## config.mk

```make
export PLATFORM = sky130hd
export DESIGN_NAME = cache_write_arbiter
export DESIGN_NICKNAME = d
export VERILOG_FILES = /design/src/rtl/cache_write_arbiter_pkg.sv /design/src/rtl/cache_write_arbiter_rr_pick.sv /design/src/rtl/cache_write_arbiter.sv
export SDC_FILE = /design/constraint.sdc
export NUM_CORES = 1
export LEC_CHECK = 0
export BUFFER_PORTS_ARGS = -buffer_cell sky130_fd_sc_hd__buf_2
export CAP_MARGIN = 20
export CORE_ASPECT_RATIO = 1.25
export CORE_MARGIN = 4
export CORE_UTILIZATION = 45
export DETAILED_ROUTE_END_ITERATION = 8
export PLACE_DENSITY = 0.8
export RECOVER_POWER = 25
export SLEW_MARGIN = 30
export SYNTH_ARGS = -nofsm -noshare
export SYNTH_HDL_FRONTEND = slang
export SYNTH_HIERARCHICAL = 1
export SYNTH_SLANG_ARGS = --single-unit
export TNS_END_PERCENT = 100
```

## constraint.sdc

```tcl
create_clock -name ap_clk -period 2 [get_ports ap_clk]
set_input_delay 0.4 -clock ap_clk [delete_from_list [all_inputs] [get_ports ap_clk]]
set_output_delay 0.4 -clock ap_clk [all_outputs]
set_load 0.05 [all_outputs]
```

## src/rtl/cache_write_arbiter_pkg.sv

```systemverilog
// Shared types for the cache write arbiter and its round-robin picker.
//   arb_state_t : FSM encoding (IDLE=0, ISSUE=1, WAIT=2)
//   gid_width() : bit width needed to name one of n requesters
package cache_write_arb_pkg;

  typedef enum logic [1:0] {
    IDLE  = 2'd0,
    ISSUE = 2'd1,
    WAIT  = 2'd2
  } arb_state_t;

  // Never returns 0, so a grant index is at least one bit wide.
  function automatic int gid_width(input int n);
    return (n <= 2) ? 1 : $clog2(n);
  endfunction

endpackage

```

## src/rtl/cache_write_arbiter_rr_pick.sv

```systemverilog
// Combinational round-robin picker: first valid requester at or after rr_ptr,
// searching cyclically. Shared with the read-side arbiter.
// Ports:
//   req_valid  in   N_REQ  request valids
//   rr_ptr     in   GW     highest-priority index (must be < N_REQ)
//   winner     out  GW     selected index (0 when none valid)
//   any_valid  out  1      at least one request valid
module rr_pick
  import cache_write_arb_pkg::*;
#(
  parameter int N_REQ = 2,
  parameter int GW    = gid_width(N_REQ)
) (
  input  logic [N_REQ-1:0] req_valid,
  input  logic [GW-1:0]    rr_ptr,
  output logic [GW-1:0]    winner,
  output logic             any_valid
);

  // Walk from the farthest offset back to offset 0 so that the nearest
  // valid requester is the last to overwrite winner.
  always_comb begin
    int idx;
    idx       = 0;
    winner    = '0;
    any_valid = 1'b0;
    for (int k = N_REQ - 1; k >= 0; k--) begin
      idx = int'(rr_ptr) + k;
      if (idx >= N_REQ) idx = idx - N_REQ;
      if (req_valid[idx]) begin
        winner    = GW'(idx);
        any_valid = 1'b1;
      end
    end
  end

endmodule

```

## src/rtl/cache_write_arbiter.sv

```systemverilog
// Round-robin arbiter sharing one cache write engine between N_REQ requesters.
// The winning request is captured into a holding register and held stable
// until the engine signals completion, since the engine reads it combinationally
// across its address, write and response phases.
// Ports:
//   ap_clk, reset         clock, synchronous active-high reset
//   req_valid/req_ready   per-requester handshake; ready is a one-hot pop
//   req_addr/wdata/wstrb  packed request payloads, requester i in slice i
//   dn_valid/dn_ready     engine handshake; dn_ready in WAIT means done
//   dn_addr/wdata/wstrb   held payload
//   grant_id              owner of the current transfer
//   busy                  a transfer is held
//   timeout_err           sticky watchdog flag
//
// state | meaning
// IDLE  | no transfer held; pop a winner when any request is valid
// ISSUE | dn_valid high, waiting for engine acceptance
// WAIT  | accepted, waiting for engine completion (dn_ready)
module cache_write_arbiter
  import cache_write_arb_pkg::*;
#(
  parameter int N_REQ     = 2,
  parameter int ADDR_W    = 32,
  parameter int DATA_W    = 32,
  parameter int NBYTES    = 4,
  parameter int TIMEOUT_W = 12
) (
  input  logic                        ap_clk,
  input  logic                        reset,
  input  logic [N_REQ-1:0]            req_valid,
  input  logic [N_REQ*ADDR_W-1:0]     req_addr,
  input  logic [N_REQ*DATA_W-1:0]     req_wdata,
  input  logic [N_REQ*NBYTES-1:0]     req_wstrb,
  output logic [N_REQ-1:0]            req_ready,
  output logic                        dn_valid,
  output logic [ADDR_W-1:0]           dn_addr,
  output logic [DATA_W-1:0]           dn_wdata,
  output logic [NBYTES-1:0]           dn_wstrb,
  input  logic                        dn_ready,
  output logic [gid_width(N_REQ)-1:0] grant_id,
  output logic                        busy,
  output logic                        timeout_err
);

  localparam int GW = gid_width(N_REQ);
  localparam logic [TIMEOUT_W-1:0] WD_MAX = '1;

  arb_state_t           state;
  logic [GW-1:0]        rr_ptr;
  logic [GW-1:0]        winner;
  logic                 any_valid;
  logic [TIMEOUT_W-1:0] wd_cnt;
  logic [ADDR_W-1:0]    sel_addr;
  logic [DATA_W-1:0]    sel_wdata;
  logic [NBYTES-1:0]    sel_wstrb;

  rr_pick #(.N_REQ(N_REQ), .GW(GW)) u_rr_pick (
    .req_valid (req_valid),
    .rr_ptr    (rr_ptr),
    .winner    (winner),
    .any_valid (any_valid)
  );

  always_comb begin
    sel_addr  = '0;
    sel_wdata = '0;
    sel_wstrb = '0;
    for (int i = 0; i < N_REQ; i++) begin
      if (winner == GW'(i)) begin
        sel_addr  = req_addr[i*ADDR_W +: ADDR_W];
        sel_wdata = req_wdata[i*DATA_W +: DATA_W];
        sel_wstrb = req_wstrb[i*NBYTES +: NBYTES];
      end
    end
  end

  // The pop is combinational; gate it with reset so nothing is taken while
  // the block (and the engine) is being reset.
  always_comb begin
    req_ready = '0;
    for (int i = 0; i < N_REQ; i++) begin
      req_ready[i] = !reset && (state == IDLE) && any_valid && (winner == GW'(i));
    end
  end

  assign busy = (state != IDLE);

  always_ff @(posedge ap_clk) begin
    if (reset) begin
      state       <= IDLE;
      rr_ptr      <= '0;
      dn_valid    <= 1'b0;
      dn_addr     <= '0;
      dn_wdata    <= '0;
      dn_wstrb    <= '0;
      grant_id    <= '0;
      timeout_err <= 1'b0;
      wd_cnt      <= '0;
    end else begin
      // Watchdog only observes; it never aborts the held transfer.
      if (state != IDLE) begin
        if (wd_cnt != WD_MAX) wd_cnt <= wd_cnt + 1'b1;
        if (wd_cnt == WD_MAX - 1'b1) timeout_err <= 1'b1;
      end
      case (state)
        IDLE: begin
          wd_cnt <= '0;
          if (any_valid) begin
            dn_addr  <= sel_addr;
            dn_wdata <= sel_wdata;
            dn_wstrb <= sel_wstrb;
            grant_id <= winner;
            rr_ptr   <= (winner == GW'(N_REQ - 1)) ? '0 : winner + 1'b1;
            dn_valid <= 1'b1;
            state    <= ISSUE;
          end
        end
        ISSUE: begin
          if (dn_ready) begin
            dn_valid <= 1'b0;
            state    <= WAIT;
          end
        end
        WAIT: begin
          if (dn_ready) state <= IDLE;
        end
        default: begin
          dn_valid <= 1'b0;
          state    <= IDLE;
        end
      endcase
    end
  end

endmodule

```

==> results by group, run 1 <==
STA
  – Fin. Hold Viols: 0
  – Max transition margin: 0.5706
  – Final setup fails: 0
  – Fmax achieved: 528.8 MHz
  – RSZ-0062 raised after global routing: no
  – Final clock skew: 0.007643 ns
  – Hold Worst Slack: 0.3013 ns
  – Setup TNS: 0 ns
  – Crit path time final: 1.891 ns
  – Slew Limit Fails: 0
  – Crit share post-route: 0.9455
  – Slew @ Worst Pin: 0.6469 ns

Synth
  – Syn Nets: 548
  – Synth Flop Type: dfxtp_1
  – Post-Synth XOR/XNOR Area: 0.01279
  – Commonest cells post-synth: dfxtp_1 (86), nor2_1 (82), mux2i_1 (68), a211oi_2 (41), a211oi_1 (30)
  – Post-synth ARST share: 0
  – Largest area contributor in the netlist: dfxtp_1
  – Synth Register Bits: 86
  – Post-synth EDFFs: 0
  – Synth area leaders: dfxtp_1 (42%), mux2i_1 (17%), a211oi_2 (12%)
  – Sequential-to-total area share from yosys stat: 0.4191
  – Area share of fa/ha/maj cells after synthesis: 0.006092
  – Post-Synth Simple-Gate Area: 0.1151
  – Synthesized cell area: 0.004108 mm²
  – Count leader, synth: dfxtp_1
  – Main combinational cell family by area after synthesis: compound AO/OA/AOI/OAI gates
  – Count of cell types in the netlist: 40
  – Mapped Cells: 405
  – YS warnings: 6
  – Mean post-synth cell area: 10.14 µm²
  – Post-synthesis mux area share: 0.1657
  – Compound-gate portion of the synthesized area: 0.2221
  – Top-area cell type share of the netlist area: 0.4191

Worst setup path
  – Crit Path Max Fanout: 4
  – Startpoint types: flip-flop
  – CP Class: reg2out
  – CP max-delay cell: dfxtp_1
  – Top delay family on crit path: flip-flops
  – CP endpoint kind: output pin
  – Arr. time, crit path: 1.49 ns
  – Data required time of the worst path: 1.60 ns
  – Buffer and inverter count on the worst path: 2
  – Cell Chain, Critical Path: inv_1, a21boi_4, nor3b_4, clkbuf_4
  – Critical path's largest stage delay: 0.34 ns

Cells and area
  – Fin cells: 730
  – Share of cells above drive strength 1: 0.4098
  – Multi-input combinational cell area: 0.002178 mm²
  – Area grow syn2layout: 31.77%
  – Area occupied by registers: 0.001722 mm²
  – Post-route cell area: 0.005413 mm²
  – Layout Nets: 749
  – Antenna Cells: 0
  – # fillers: 754

Floorplanning
  – Core area: 0.008796 mm²
  – Starting density of the core: 0.4670
  – Die Area: 0.01073 mm²
  – Die span in x: 93.46 µm
  – FP Rows: 38
  – I/O pin count: 215
  – Die H: 114.8 µm

Power and ir drop
  – Power Dens Cells: 873.3 mW/mm²
  – Clock power share: 0.245
  – LEAKAGE: 0.002369 µW
  – Flop pwr share: 0.419
  – Combinational power share: 0.336
  – Total power: 4727 µW
  – Cell Int Power: 2977 µW
  – VDD IR max: 0.0004216 V
  – Switching Power: 1750 µW
  – Sw frac: 0.3702

Global route
  – Number of antenna violations at the first check in global routing: 0
  – GRT Residual Overflow: 0
  – Largest net degree at the start of global routing: 53
  – Gr usage total: 0.1886
  – Vias in the first global route: 3668
  – First-pass GRT wire length: 16.44 mm

Routing
  – Starting DRT DRC Count: 90
  – Vias per inst: 5.086
  – Routed Antenna Nets: 0
  – First-pass DRT Iterations: 4
  – Via count: 3713
  – DRC Markers: 0
  – WL/cell: 14.30 µm
  – Routed WL: 10.44 mm

Clock tree
  – Num CTS Buffers: 9
  – CTS tree: done
  – Worst-Skew Late Latency: 0.34 ns
  – Reg clk slew, reported paths: 0.08 ns
  – CTS Buffer Depth: 2
  – Clk sinks: 86
  – # hold bufs at CTS: 0
  – Setup repair bufs after CTS: 0
  – Root Driver: clkbuf_8
  – # resized after CTS: 0
  – H-tree depth: 3

Placement
  – PortBufs: 214
  – Routability cong.: 0.7710
  – Placed inst area: 0.005266 mm²
  – DP HPWL: 8.245 mm
  – Dpl cells: 715

Run
  – Max-cap violation count: 0

Hold path
  – Worst hold path class: in2reg

Run status
  – Outcome: complete, no violations
==> cell type report <==
class,instances,area share
clock buffer,14,0.02820
clock inverter,1,0.005548
inverter,6,0.004161
multi-input combinational,279,0.4025
sequential,86,0.3181
tap,120,0.02774
timing repair buffer,224,0.2138
==> logic make-up (layout without fill, tap and decap cells) <==
| kind of cell | count (synthesis) | after routing |
|---|---|---|
| and+or+nand+nor | 110 | 110 |
| DFF | 86 | 86 |
| muxes | 68 | 68 |
| buffers and inverters | 40 | 245 |
| xor gates and xnor gates | 6 | 6 |
| adders and majority gates | 2 | 2 |
| AOI/OAI and AO/OA | 93 | 93 |
==> worst paths after layout <==
check / from / to / slack [ns] / cells past startpoint
min reg2reg: grant_id / grant_id / 0.47 / 2
min: dn_ready / state[0] / 0.30 / 2
max: rr_ptr / req_ready[1] / 0.11 / 4
max reg2reg: wd_cnt[0] / wd_cnt[0] / 0.31 / 5
==> layer usage <==
metal / up-vias / GRT usage / part of all wire
li1: 1871 / - / -
met3: 20 / 0.04908 / 0.086
met2: 155 / 0.3473 / 0.51
met5: - / 0 / 0
met1: 1667 / 0.2038 / 0.39
met4: 0 / 0.07527 / 0.022
==> worst reg2reg max path, delay by kind of cell (launching register included) <==
| family | cells | cell delay (ns) |
|---|---|---|
| fa+ha+maj | 1 | 0.24 |
| xor+xnor | 1 | 0.17 |
| simple gates | 3 | 0.79 |
| flops | 1 | 0.39 |
==> cells in the final DEF, fill, tap and decap left out, types with 3 or more instances in the layout <==
cell type / n
xnor2_1: 6
nand4_1: 3
inv_1: 6
dfxtp_1: 86
or3_1: 3
clkbuf_8: 10
clkbuf_1: 39
buf_4: 6
nor2_1: 82
a21oi_1: 7
buf_12: 4
o21ai_0: 3
mux2i_1: 68
a211oi_1: 30
a211oi_2: 41
buf_2: 177
nand2_1: 7
==> power groups by stage <==
stage / clock network (µW) / registers, µW / logic [µW]
finish: 1160 / 1980 / 1590
global route: 1280 / 2000 / 1700
CTS: 1200 / 1980 / 1630
detailed placement: 0 / 2020 / 1630
global placement: 0 / 2010 / 1590
floorplan: 0 / 2590 / 646
==> state kept, by name, summed over array words and instances (netlist names), 2 cells and up <==
register / flops
dn_wstrb: 4
dn_addr: 32
state: 2
dn_wdata: 32
wd_cnt: 12
==> through the flow <==
step                utilization  setup slack, ns
floorplan                     -          0.05053
global placement         0.5987           0.3119
detailed placement       0.5987           0.2805
CTS                      0.6195          0.02007
global route             0.6154          0.03239
finish                   0.6154           0.1090
(Power assumes the default switching activity.)
==> run 2: changes to the inputs <==
CORE_MARGIN = 2   (was 4)
CORE_UTILIZATION = 41   (was 45)
PLACE_DENSITY = 0.77   (was 0.8)
clock period = 1.7 ns   (was 2 ns; I/O delays follow)
==> run 2 against run 1 <==
  * Combinational power rose by 19%
  * Total power rose by 31%
  * Worst setup slack got worse by 0.040 ns
  * Worst hold slack got worse by 0.053 ns
  * Cell count rose by 1.4%
  * Sequential cell count did not move
  * Critical path type unchanged
  * Largest cell class unchanged
  * Largest power group unchanged
==> results by group, run 2 (synthesis results as in run 1) <==
Run status
  – Outcome: complete, no violations

Floorplanning
  – Die H: 115.9 µm
  – Die span in x: 93.53 µm
  – I/O pin count: 215
  – FP Rows: 40
  – Starting density of the core: 0.4253
  – Die Area: 0.01084 mm²
  – Core area: 0.009659 mm²

Global route
  – GR Layer Usage met2: 0.3396
  – Gr usage total: 0.1821
  – Busiest grt layer: met2
  – Grt met3 use: 0.03381
  – Number of antenna violations at the first check in global routing: 0
  – Largest net degree at the start of global routing: 72
  – Vias in the first global route: 3530
  – GRT Residual Overflow: 0
  – First-pass GRT wire length: 16.00 mm
  – M1 GR Usage: 0.2002

Clock tree
  – CTS Buffer Depth: 2
  – CTS tree: done
  – H-tree depth: 3
  – Root Driver: clkbuf_16
  – Worst-Skew Late Latency: 0.33 ns
  – Num CTS Buffers: 9
  – Reg clk slew, reported paths: 0.06 ns
  – Clk sinks: 86

Routing
  – DRC Markers: 0
  – Starting DRT DRC Count: 115
  – First-pass DRT Iterations: 4
  – Routed WL: 10.27 mm
  – Vias per inst: 5.050
  – Via count: 3737
  – Routed Antenna Nets: 0
  – WL/cell: 13.88 µm

Cells and area
  – Share of cells above drive strength 1: 0.4251
  – Leading registers by flop count: dn_addr x32, dn_wdata x32, wd_cnt x12
  – Area grow syn2layout: 36.40%
  – Most common cell after layout, fill and taps aside: buf_2
  – Layout Nets: 752
  – Antenna Cells: 0
  – Final core occ: 0.5801
  – Commonest cells after routing, fill and taps aside: buf_2 (176), dfxtp_1 (85), nor2_1 (82)

STA
  – Crit path time final: 1.631 ns
  – Crit share post-route: 0.9595
  – Hold Worst Slack: 0.2484 ns
  – Max transition margin: 0.5827
  – Final clock skew: 0.008007 ns
  – Slew Limit Fails: 0
  – RSZ-0062 raised after global routing: no
  – Slew @ Worst Pin: 0.6286 ns
  – Setup TNS: 0 ns
  – Fin. Hold Viols: 0
  – Final setup fails: 0
  – Fmax achieved: 613.1 MHz

Worst setup path
  – CP Class: reg2out
  – Startpoint types: flip-flop
  – Reg2Reg Depth: 5
  – Crit path depth: 5
  – Data required time of the worst path: 1.36 ns
  – CP startpoint: rr_ptr
  – Critical path's largest stage delay: 0.32 ns
  – Cell Chain, Critical Path: inv_2, a21boi_4, buf_4, nor3_4, buf_6
  – CP endpoint: req_ready[0]
  – Reg-to-Reg End: wd_cnt[9]
  – Arr. time, crit path: 1.29 ns
  – CP endpoint kind: output pin
  – R2R Path Start: wd_cnt[1]
  – Top delay family on crit path: buffers and inverters
  – CP max-delay cell: dfxtp_1
  – Buffer and inverter count on the worst path: 3
  – Register-to-Register Setup Slack: 0.11 ns
  – Crit Path Max Fanout: 3

Power and ir drop
  – Sw frac: 0.3492
  – Power Dens Cells: 1103 mW/mm²
  – Flop pwr share: 0.378
  – VDD IR max: 0.0005270 V
  – LEAKAGE: 0.002446 µW
  – Cell Int Power: 4021 µW
  – Switching Power: 2157 µW
  – Combinational power share: 0.306
  – Clock power share: 0.317

Hold path
  – Worst hold path class: in2reg
  – WHS Path Cells: 2

Placement
  – DP HPWL: 7.638 mm
  – PortBufs: 214
  – Routability cong.: 0.7872

Run
  – Max-cap violation count: 0
-- run 2: changes by cell type in the layout (fill, tap and decap cells not counted), moves of 2 or more --
cell	previous run	this run
clkbuf_8	10	2
clkbuf_4	2	0
clkbuf_1	39	37
clkbuf_16	0	9
buf_4	6	10
buf_6	0	2
-- run 2: through the flow --
step                instances  area, µm²  total power, µW  setup WS (ns)
floorplan                 405       4131             3810       -0.08514
global placement          721       5280             4214        0.09260
detailed placement        721       5280             4271        0.09162
CTS                       740       5623             6269        0.01358
global route              740       5603             6479       0.001994
finish                    740       5603             6178        0.06882
-- run 2: worst min path at each step --
stage | start | to | slack, ns
after CTS | dn_ready | state[0] | 0.24
after floorplan | dn_ready | state[0] | 0.46
final | dn_ready | state[0] | 0.25
after global routing | dn_ready | state[0] | 0.25
after global placement | grant_id | grant_id | 0.45
after detailed placement | grant_id | grant_id | 0.48
-- run 2: what timing repair did --
action / CTS / global route
endpoints found under the setup margin: 2 / 10
hold buffers: 0 / 0
pin swaps: 2 / 1
resized for setup: 6 / 6
buffers inserted: 3 / 0
-- run 2: layer usage --
| metal | vias up | part of all wire |
|---|---|---|
| met3 | 22 | 0.069 |
| li1 | 1878 | - |
| met1 | 1692 | 0.38 |
| met2 | 145 | 0.53 |
| met5 | - | 0 |
| met4 | 0 | 0.021 |
-- run 2: final cells by class --
class                      count  area [µm²]
clock inverter                 3       42.54
multi-input combinational    279        2200
tap                          126       157.7
clock buffer                  13       260.3
timing repair buffer         227        1197
fill                         842        4056
sequential                    86        1723
inverter                       6       22.52
-- run 2: power groups by stage --
stage / sequential [µW] / combinational, µW / clock, µW
after global routing: 2360 / 2020 / 2100
after detailed placement: 2370 / 1900 / 0
after CTS: 2330 / 1920 / 2010
after floorplan: 3050 / 763 / 0
final: 2330 / 1890 / 1960
after global placement: 2360 / 1850 / 0
